### src/rtl/dbus_pkg.sv
`default_nettype none
// ============================================================================
// Module   : dbus_pkg
// Purpose  : Shared types and constants for the data-bus arbiter.
//            - state_t      : arbiter FSM state (IDLE / OWN / TURN)
//            - REQ_*        : fixed requester index assignment on req/lock/d/oe
// Revision : 1.0  initial release
// ============================================================================
package dbus_pkg;

    typedef enum logic [1:0] {
        IDLE = 2'd0,   // no holder, bus undriven
        OWN  = 2'd1,   // exactly one holder, oe one-hot
        TURN = 2'd2    // one dead cycle between different holders
    } state_t;

    localparam int REQ_RF  = 0;
    localparam int REQ_ALU = 1;
    localparam int REQ_LSU = 2;
    localparam int REQ_ADU = 3;
    localparam int REQ_ECU = 4;

endpackage
`default_nettype wire

### src/rtl/rr_pick.sv
`default_nettype none
// ============================================================================
// Module   : rr_pick
// Purpose  : Combinational rotating-priority picker. The search starts at
//            i_ptr and wraps modulo N; the first asserted request wins.
// Ports    : i_req   [N-1:0]          request vector
//            i_ptr   [$clog2(N)-1:0]  index with the highest priority
//            o_gnt   [N-1:0]          one-hot winner (zero when none)
//            o_valid                  at least one request present
// Revision : 1.0  initial release
// ============================================================================
module rr_pick #(
    parameter int N = 5
) (
    input  logic [N-1:0]         i_req,
    input  logic [$clog2(N)-1:0] i_ptr,
    output logic [N-1:0]         o_gnt,
    output logic                 o_valid
);

    localparam int c_pw = $clog2(N);

    logic [c_pw-1:0] w_idx;

    always_comb begin
        o_gnt   = '0;
        o_valid = 1'b0;
        w_idx   = '0;
        for (int i = 0; i < N; i++) begin
            // Candidate i positions after the pointer, wrapped into range.
            w_idx = c_pw'((int'(i_ptr) + i) % N);
            if (!o_valid && i_req[w_idx]) begin
                o_gnt[w_idx] = 1'b1;
                o_valid      = 1'b1;
            end
        end
    end

endmodule
`default_nettype wire

### src/rtl/dbus_arb.sv
`default_nettype none
// ============================================================================
// Module   : dbus_arb
// Purpose  : Arbiter and multiplexer for the shared 8-bit CPU data bus.
//            Produces a registered one-hot output enable (or none) and the
//            single driven bus value. A dead TURN cycle separates grants to
//            different holders; the PRIO_IDX requester overrides round-robin.
// Ports    : clk, rst            clock / synchronous active-high reset
//            req    [N_REQ]      level requests
//            lock   [N_REQ]      holder keeps the bus next cycle
//            d      [N_REQ*8]    requester data, slice k = d[8k+7:8k]
//            oe     [N_REQ]      registered one-hot grant
//            db     [8]          selected data, 8'h00 when idle
//            busy                |oe
//            gnt_id [clog2]      holder index, valid while busy
//            err                 pulse after a watchdog forced release
// Config   : DBUS_ARB_WATCHDOG_EN  enables the MAX_LOCK watchdog and err
// Revision : 1.0  initial release
// ============================================================================
module dbus_arb
    import dbus_pkg::*;
#(
    parameter int N_REQ    = 5,
    parameter int PRIO_IDX = REQ_ECU,
    parameter int MAX_LOCK = 16
) (
    input  logic                       clk,
    input  logic                       rst,
    input  logic [N_REQ-1:0]           req,
    input  logic [N_REQ-1:0]           lock,
    input  logic [N_REQ*8-1:0]         d,
    output logic [N_REQ-1:0]           oe,
    output logic [7:0]                 db,
    output logic                       busy,
    output logic [$clog2(N_REQ)-1:0]   gnt_id,
    output logic                       err
);

    localparam int                  c_id_w    = $clog2(N_REQ);
    localparam logic [c_id_w-1:0]   c_prio_id = c_id_w'(PRIO_IDX);
    localparam logic [c_id_w-1:0]   c_last_id = c_id_w'(N_REQ - 1);
    localparam logic [N_REQ-1:0]    c_one     = N_REQ'(1);

    if (MAX_LOCK < 2) begin : g_bad_max_lock
        $error("dbus_arb: MAX_LOCK must be at least 2");
    end

    // ------------------------------------------------------------------
    // State
    // ------------------------------------------------------------------
    state_t              r_state,   w_state_nxt;
    logic [N_REQ-1:0]    r_oe,      w_oe_nxt;
    // Holder while in OWN; latched winner while in TURN.
    logic [c_id_w-1:0]   r_gnt_id,  w_gnt_id_nxt;
    logic [c_id_w-1:0]   r_rr_ptr,  w_rr_ptr_nxt;

    // ------------------------------------------------------------------
    // Arbitration
    // ------------------------------------------------------------------
    logic [c_id_w-1:0]   w_ptr_eff;
    logic [N_REQ-1:0]    w_rr_gnt;
    logic                w_any;
    logic [c_id_w-1:0]   w_rr_id;
    logic [c_id_w-1:0]   w_win_id;
    logic                w_wd_limit;
    logic                w_cont;

    // At a holder's final cycle the search already ranks that holder last,
    // i.e. it uses the pointer value being committed this cycle. Grants to
    // the priority requester are outside the rotation and leave the pointer
    // alone, so the rotation among the others resumes where it stopped.
    always_comb begin
        w_ptr_eff = r_rr_ptr;
        if (r_state == OWN && r_gnt_id != c_prio_id) begin
            w_ptr_eff = (r_gnt_id == c_last_id) ? '0 : r_gnt_id + c_id_w'(1);
        end
    end

    rr_pick #(
        .N       (N_REQ)
    ) u_rr_pick (
        .i_req   (req),
        .i_ptr   (w_ptr_eff),
        .o_gnt   (w_rr_gnt),
        .o_valid (w_any)
    );

    always_comb begin
        w_rr_id = '0;
        for (int k = 0; k < N_REQ; k++) begin
            if (w_rr_gnt[k]) begin
                w_rr_id = c_id_w'(k);
            end
        end
    end

    always_comb begin
        w_win_id = w_rr_id;
        if (req[PRIO_IDX]) begin
            w_win_id = c_prio_id;
        end
    end

    // The grant carries into the next cycle only while the holder keeps
    // both req and lock and the watchdog has not expired.
    assign w_cont = req[r_gnt_id] & lock[r_gnt_id] & ~w_wd_limit;

    // ------------------------------------------------------------------
    // FSM: state register
    // ------------------------------------------------------------------
    always_ff @(posedge clk) begin
        if (rst) begin
            r_state  <= IDLE;
            r_oe     <= '0;
            r_gnt_id <= '0;
            r_rr_ptr <= '0;
        end else begin
            r_state  <= w_state_nxt;
            r_oe     <= w_oe_nxt;
            r_gnt_id <= w_gnt_id_nxt;
            r_rr_ptr <= w_rr_ptr_nxt;
        end
    end

    // ------------------------------------------------------------------
    // FSM: next state
    // ------------------------------------------------------------------
    always_comb begin
        w_state_nxt  = r_state;
        w_oe_nxt     = r_oe;
        w_gnt_id_nxt = r_gnt_id;
        w_rr_ptr_nxt = r_rr_ptr;
        case (r_state)
            IDLE: begin
                if (w_any) begin
                    w_state_nxt  = OWN;
                    w_oe_nxt     = c_one << w_win_id;
                    w_gnt_id_nxt = w_win_id;
                end
            end
            OWN: begin
                if (!w_cont) begin
                    // Final grant cycle: arbitration point.
                    w_rr_ptr_nxt = w_ptr_eff;
                    if (!w_any) begin
                        w_state_nxt = IDLE;
                        w_oe_nxt    = '0;
                    end else if (w_win_id != r_gnt_id) begin
                        w_state_nxt  = TURN;
                        w_oe_nxt     = '0;
                        w_gnt_id_nxt = w_win_id;
                    end
                    // Same winner: back-to-back re-grant, oe unchanged.
                end
            end
            TURN: begin
                // Winner was latched at the arbitration point; new
                // requests seen during the dead cycle are ignored.
                w_state_nxt = OWN;
                w_oe_nxt    = c_one << r_gnt_id;
            end
            default: begin
                w_state_nxt = IDLE;
                w_oe_nxt    = '0;
            end
        endcase
    end

    // ------------------------------------------------------------------
    // Watchdog
    // ------------------------------------------------------------------
`ifdef DBUS_ARB_WATCHDOG_EN
    localparam int c_cnt_w = $clog2(MAX_LOCK + 1);

    // Number of cycles the current grant has been held, including the
    // present one; zero whenever nobody owns the bus.
    logic [c_cnt_w-1:0] r_wd_cnt;
    logic               r_err;

    assign w_wd_limit = (r_wd_cnt == c_cnt_w'(MAX_LOCK));

    always_ff @(posedge clk) begin
        if (rst) begin
            r_wd_cnt <= '0;
            r_err    <= 1'b0;
        end else begin
            if (r_state == OWN && w_cont) begin
                r_wd_cnt <= r_wd_cnt + c_cnt_w'(1);
            end else if (w_state_nxt == OWN) begin
                r_wd_cnt <= c_cnt_w'(1);
            end else begin
                r_wd_cnt <= '0;
            end
            // Flag only releases the holder did not ask for.
            r_err <= (r_state == OWN) && req[r_gnt_id] && lock[r_gnt_id]
                     && w_wd_limit;
        end
    end

    assign err = r_err;
`else
    assign w_wd_limit = 1'b0;
    assign err        = 1'b0;
`endif

    // ------------------------------------------------------------------
    // Outputs and data mux
    // ------------------------------------------------------------------
    assign oe     = r_oe;
    assign busy   = |r_oe;
    assign gnt_id = r_gnt_id;

    // AND-OR mux: with oe one-hot or zero, at most one slice contributes.
    always_comb begin
        db = 8'h00;
        for (int k = 0; k < N_REQ; k++) begin
            if (r_oe[k]) begin
                db = db | d[k*8 +: 8];
            end
        end
    end

endmodule
`default_nettype wire
### config.mk
export PLATFORM = sky130hd
export DESIGN_NAME = dbus_arb
export DESIGN_NICKNAME = d
export VERILOG_FILES = /design/src/rtl/dbus_pkg.sv /design/src/rtl/rr_pick.sv /design/src/rtl/dbus_arb.sv
export SDC_FILE = /design/constraint.sdc
export NUM_CORES = 1
export LEC_CHECK = 0
export BUFFER_PORTS_ARGS = -buffer_cell sky130_fd_sc_hd__buf_2
export CORE_ASPECT_RATIO = 1.2
export CORE_UTILIZATION = 37
export CTS_CLUSTER_DIAMETER = 40
export DETAILED_ROUTE_END_ITERATION = 10
export GPL_TIMING_DRIVEN = 0
export SKIP_CTS_REPAIR_TIMING = 1
export SLEW_MARGIN = 20
export SYNTH_ARGS = -nofsm -noshare
export SYNTH_HDL_FRONTEND = slang
export SYNTH_SLANG_ARGS = --single-unit
### constraint.sdc
create_clock -name clk -period 9.7 [get_ports clk]
set_input_delay 0.97 -clock clk [delete_from_list [all_inputs] [get_ports clk]]
set_output_delay 0.97 -clock clk [all_outputs]
set_load 0.005 [all_outputs]
==> impl_metrics.ini, run 1 <==
[logic_synthesis]
syn_nets = 468
yosysWarnings = 0
synth.distinct_cells = 78
synth_area_sq_um = 2810
ys_seq_area_frac = 0.0927
ys.flop_type = dfxtp_1
synth_area_per_cell_sq_um = 7.13
syn_inst = 394
ys_seq_elements = 13
async_reset_ff_frac = 0
synth-edff-count = 0

[worst_setup_path]
critPathKind = flip-flop to flip-flop
crit_arrival_ns = 8.49
critPathMaxFanout = 13
required_ns = 9.83
crit_path_max_incr_delay_ns = 0.63
reg2reg_slack_ns = 1.34
slowest_stage = clkbuf_1
setup.worst_path.end_class = flip-flop
cp-start-kind = flip-flop
cpMostUsedCell = ha_1

[timing]
min_period_over_period = 0.861
finalMaxSlewViolations = 0
holdWs_ns = 0.538
relSlewSlack = 0.485
hold_violations = 0
worstMarginPinSlew_ns = 0.773
layout_min_cycle_time_ns = 8.36
setup_slack_ns = 1.34
max_freq_mhz = 120
setup_viol = 0
rsz0062_at_grt = false
fin_tns_setup_ns = 0
skew_ns = 0.000572

[die]
die_area_sq_um = 7950
io_pins = 70
die_h_um = 97.4
core-area_sq_um = 7320
num_rows = 34
dieWidth_um = 81.5
start_util = 0.384

[routing]
via_per_inst = 6.02
avgRoutedWirePerCell_um = 17.0
vias = 3328
drc = 0
antenna_left = 0
firstDrtPassIters = 5
drt_wl_total_um = 9400
drtIter0Drc = 162

[global_routing]
grt_max_degree = 15
grt_pass1_vias = 3155
use_met2 = 0.446
grt_use_total = 0.238
met1_usage = 0.255
overflow = 0
met3_usage = 0.0225
antenna_found_initial = 0
grt_pass1_wl_um = 14900
top_usage_layer = met2

[cts]
htreeDepth = 1
cts-root-buf = clkbuf_8
cts_buffers = 3
cts_tree = yes
clk_pin_slew_ns = 0.06
cts.sink_count = 13
clockBufferDepth = 2
worstSkewPairLatency_ns = 0.24

[run_status]
status = finished, final reports clean

[layout]
antenna_cells = 0
final_nets = 538
fill_cells = 780
drive_gt1_frac = 0.212
fin_area_sq_um = 3290
areaGrowthSynthToFinish_pct = 17.2

[run]
maxCapViolCount = 0

[place]
io_buffer_count = 65
post-place-ws_ns = 1.42
gp_congestion = 0.906
dp_hpwl_um = 7390
placedInstanceArea_sq_um = 3250

[power_and_ir_drop]
p_per_area_nw_per_um2 = 353
ir_drop_mv = 0.173
p_leak_uw = 0.00145
finalPower_uw = 1160

[min_path]
hold_path_class = flip-flop to flip-flop
==> final cells by class <==
type / count / area [sq um] / area share
Tap cell: 90 / 113 / 0.0342
Multi-Input combinational cell: 338 / 2370 / 0.720
Clock buffer: 3 / 41.3 / 0.0125
Clock inverter: 1 / 5.00 / 0.00152
Buffer: 24 / 105 / 0.0319
Sequential cell: 13 / 260 / 0.0790
Timing Repair Buffer: 65 / 325 / 0.0988
Inverter: 19 / 71.3 / 0.0217
==> layer usage <==
layer / share of wire / vias up
met5: 0 / -
met4: 0.037 / 0
met3: 0.057 / 28
met2: 0.50 / 128
met1: 0.41 / 1537
li1: - / 1635
==> final timing paths <==
check / start / endpoint / cells after the start
max reg2reg: gnt_id[0]$_SDFFE_PP0P_ / r_state[0]$_SDFFE_PP0P_ / 28
min: r_rr_ptr[1]$_SDFFE_PP0P_ / r_rr_ptr[1]$_SDFFE_PP0P_ / 2
min reg2reg: r_rr_ptr[1]$_SDFFE_PP0P_ / r_rr_ptr[1]$_SDFFE_PP0P_ / 2
max: gnt_id[0]$_SDFFE_PP0P_ / r_state[0]$_SDFFE_PP0P_ / 28
==> cell families after synthesis <==
family | count (synthesis) | share of synthesized area
other | 1 | 0.00134
multiplexers | 19 | 0.0682
flip-flops | 13 | 0.0927
AND/OR/NAND/NOR | 161 | 0.315
adder cells (fa/ha/maj) | 22 | 0.0980
AO/OA/AOI/OAI | 127 | 0.337
buffers and inverters | 43 | 0.0628
XOR/XNOR | 8 | 0.0249
==> where the power goes <==
| part | leakage [uW] | internal [uW] | switching (uW) | total, uW |
|---|---|---|---|---|
| logic | 0.00132 | 402 | 627 | 1030 |
| registers | 0.000106 | 68.8 | 17.4 | 86.3 |
| clock network | 0.0000255 | 28.4 | 20.1 | 48.4 |
==> state kept, by name, summed over array words and instances, names as in the netlist <==
signal    cells
gnt_id        3
oe            5
r_rr_ptr      3
r_state       2
==> critical path, delay by kind of cell (launching register included) <==
| family | cells | cell delay (ns) |
|---|---|---|
| AO/OA/AOI/OAI | 7 | 2.21 |
| buffers and inverters | 6 | 1.84 |
| multiplexers | 1 | 0.35 |
| AND/OR/NAND/NOR | 7 | 1.56 |
| flip-flops | 1 | 0.46 |
| adder cells (fa/ha/maj) | 5 | 1.43 |
| XOR/XNOR | 2 | 0.39 |
==> metrics by stage <==
stage / std cells / utilization
floorplan: 394 / -
global placement: 549 / 0.444
detailed placement: 549 / 0.444
CTS: 553 / 0.450
global route: 553 / 0.450
finish: 553 / 0.450
==> cell usage in the layout, fill, tap and decap left out, types with 4 or more instances in the layout <==
cell / instances
o211a_1: 5
o22ai_1: 5
clkbuf_1: 17
nor3_1: 7
xnor2_1: 8
nand2b_1: 10
nand4_1: 4
buf_2: 68
dfxtp_1: 13
ha_1: 22
o21ai_0: 23
a22oi_1: 9
a222oi_1: 9
nand3_1: 20
inv_1: 18
a21oi_1: 17
a211o_1: 4
o211ai_1: 7
nor2b_1: 8
nand2_1: 49
mux2i_1: 18
o31ai_1: 7
nand3b_1: 5
nor2_1: 22
==> cell usage after synthesis, types with 3 or more instances <==
master    number  area (sq um)
a31oi_1        3          18.8
nor3_1         7          35.0
or3_1          3          18.8
buf_2          3          15.0
nand3_1       20           100
or2_2          3          18.8
a211o_1        4          35.0
mux2i_1       18           180
o211ai_1       7          52.6
and3_1         3          18.8
o21a_1         3          22.5
nand2_1       49           184
a211oi_1       3          22.5
a22oi_1        9          67.6
ha_1          22           275
nor4_1         3          18.8
dfxtp_1       13           260
xnor2_1        8          70.1
and2_1         3          18.8
o22ai_1        5          31.3
o211a_1        5          50.1
inv_1         18          67.6
clkbuf_1      17          63.8
nand2b_1      10          62.6
nand4_1        4          25.0
o31a_1         3          26.3
o31ai_1        7          52.6
a21oi_1       17          85.1
a222oi_1       9          90.1
nand3b_1       5          37.5
buf_4          3          22.5
o21ai_0       23           115
o21ai_1        3          15.0
nor2_1        22          82.6
nor2b_1        8          50.1
Note: power is estimated with default switching activity, not from simulation.
==> run 2, diff against run 1 <==
--- a/config.mk
+++ b/config.mk
@@ -8,6 +8,7 @@
 export BUFFER_PORTS_ARGS = -buffer_cell sky130_fd_sc_hd__buf_2
 export CORE_ASPECT_RATIO = 1.2
 export CORE_UTILIZATION = 37
+export CTS_BUF_LIST = sky130_fd_sc_hd__clkbuf_16
 export CTS_CLUSTER_DIAMETER = 40
 export DETAILED_ROUTE_END_ITERATION = 10
 export GPL_TIMING_DRIVEN = 0
==> run 2 against run 1 <==
Flip-flop and latch count unchanged. Global-route usage fell by 0.072 points. Wire length is essentially flat. Die area unchanged. Setup slack worse by 0.026 ns. Clock-buffer cell count did not move. Highest routed layer unchanged. Design area is 1.0% higher. Largest power group unchanged.
==> impl_metrics.ini, run 2 (synthesis gave the netlist of run 1 again) <==
[global_routing]
overflow = 0
antenna_found_initial = 0
grt_pass1_vias = 3163
grt_use_total = 0.237
grt_max_degree = 15
grt_pass1_wl_um = 14900

[die]
core-area_sq_um = 7320
dieWidth_um = 81.5
io_pins = 70
die_area_sq_um = 7950
num_rows = 34
die_h_um = 97.4
start_util = 0.384

[cts]
cts_buffers = 3
htreeDepth = 1
clk_pin_slew_ns = 0.05
cts_tree = yes
worstSkewPairLatency_ns = 0.24
cts.sink_count = 13
clockBufferDepth = 2
cts-root-buf = clkbuf_16

[worst_setup_path]
r2r_end = r_state[0]$_SDFFE_PP0P_
critPathKind = flip-flop to flip-flop
reg2reg_slack_ns = 1.32
cp-start-kind = flip-flop
r2r_cells = 28
critPathMaxFanout = 13
cpMostUsedCell = ha_1
r2r-start = gnt_id[0]$_SDFFE_PP0P_
slowest_stage = clkbuf_1
crit_arrival_ns = 8.51
setup.worst_path.end_class = flip-flop
crit_path_max_incr_delay_ns = 0.63
required_ns = 9.83

[place]
gp_congestion = 0.906
dp_hpwl_um = 7390
placedInstanceArea_sq_um = 3250
io_buffer_count = 65
place_inst = 549

[routing]
wl_met1_um = 3800
antenna_left = 0
top_layer_used = met4
via_per_inst = 6.00
drtIter0Drc = 205
firstDrtPassIters = 5
vias = 3318
dr_wl_met3_um = 555
drt_wl_total_um = 9400
met2_length_um = 4730
drc = 0
avgRoutedWirePerCell_um = 17.0

[min_path]
hold_end = r_rr_ptr[1]$_SDFFE_PP0P_
min_delay_path_depth = 2
min_from = r_rr_ptr[1]$_SDFFE_PP0P_
hold_path_class = flip-flop to flip-flop

[layout]
areaGrowthSynthToFinish_pct = 18.4
drive_gt1_frac = 0.212
final_core_util = 0.455
final_common_cell = buf_2
final_nets = 538
antenna_cells = 0
largest_register_ffs = 5
stdcell_count = 553
fin_area_sq_um = 3330
layout_common_cells = buf_2 (68), nand2_1 (49), o21ai_0 (23), nor2_1 (22), ha_1 (22)
multi_input_area_sq_um = 2370
fill_cells = 780
seq_area_sq_um = 260

[timing]
setup_viol = 0
finalMaxSlewViolations = 0
relSlewSlack = 0.487
fin_tns_setup_ns = 0
layout_min_cycle_time_ns = 8.38
rsz0062_at_grt = false
min_period_over_period = 0.864
hold_violations = 0
worstMarginPinSlew_ns = 0.769
max_freq_mhz = 119
skew_ns = 0.000956

[power_and_ir_drop]
ir_drop_mv = 0.172
finalPower_uw = 1190
p_leak_uw = 0.00147
p_per_area_nw_per_um2 = 358

[run_status]
status = finished, final reports clean

[run]
maxCapViolCount = 0
## run 2: changes by cell type in the layout (fill, tap and decap cells not counted)
cell / delta
clkbuf_8: -3
clkbuf_16: +3
## run 2: worst max-delay path by stage
stage / from / endpoint / slack (ns) / cells after the start
2_1_floorplan: gnt_id[0]$_SDFFE_PP0P_ / r_state[0]$_SDFFE_PP0P_ / 3.20 / 29
3_3_place_gp: gnt_id[0]$_SDFFE_PP0P_ / r_state[0]$_SDFFE_PP0P_ / 1.48 / 28
3_5_place_dp: gnt_id[0]$_SDFFE_PP0P_ / r_state[0]$_SDFFE_PP0P_ / 1.42 / 28
5_1_grt: gnt_id[0]$_SDFFE_PP0P_ / r_state[0]$_SDFFE_PP0P_ / 0.56 / 28
6_report: gnt_id[0]$_SDFFE_PP0P_ / r_state[0]$_SDFFE_PP0P_ / 1.32 / 28
4_1_cts: gnt_id[0]$_SDFFE_PP0P_ / r_state[0]$_SDFFE_PP0P_ / 1.39 / 28
## run 2: power by group
group | switching (uW) | leakage (uW) | internal (uW)
Clock | 22.7 | 0.0000409 | 54.8
Sequential | 17.5 | 0.000106 | 69.0
Combinational | 625 | 0.00132 | 402
## run 2: area by class of cell
class | instances | share of cell area
clock buffers | 3 | 0.0226
clock inverters | 1 | 0.00150
well taps | 90 | 0.0338
inverters | 19 | 0.0214
plain buffers | 24 | 0.0316
repair buffers | 65 | 0.0978
flip-flops and latches | 13 | 0.0782
multi-input cells | 338 | 0.713
## run 2: metrics by stage
stage | hold WS [ns] | setup WS (ns)
4_1_cts | 0.532 | 1.39
3_5_place_dp | 0.522 | 1.42
2_1_floorplan | 0.466 | 3.20
6_report | 0.535 | 1.32
5_1_grt | 0.593 | 0.565
3_3_place_gp | 0.517 | 1.48
## run 2: per-layer routing
| layer | vias up | track usage |
|---|---|---|
| met3 | 27 | 0.0197 |
| li1 | 1632 | - |
| met5 | - | 0 |
| met4 | 0 | 0.106 |
| met2 | 126 | 0.447 |
| met1 | 1533 | 0.255 |
## run 2: critical path: cells and delay by family (launching register included)
family | cells | cell delay [ns]
compound gates | 7 | 2.25
buf+inv | 6 | 1.85
simple gates | 7 | 1.56
fa+ha+maj | 5 | 1.42
flops | 1 | 0.45
xor+xnor | 2 | 0.39
mux | 1 | 0.35
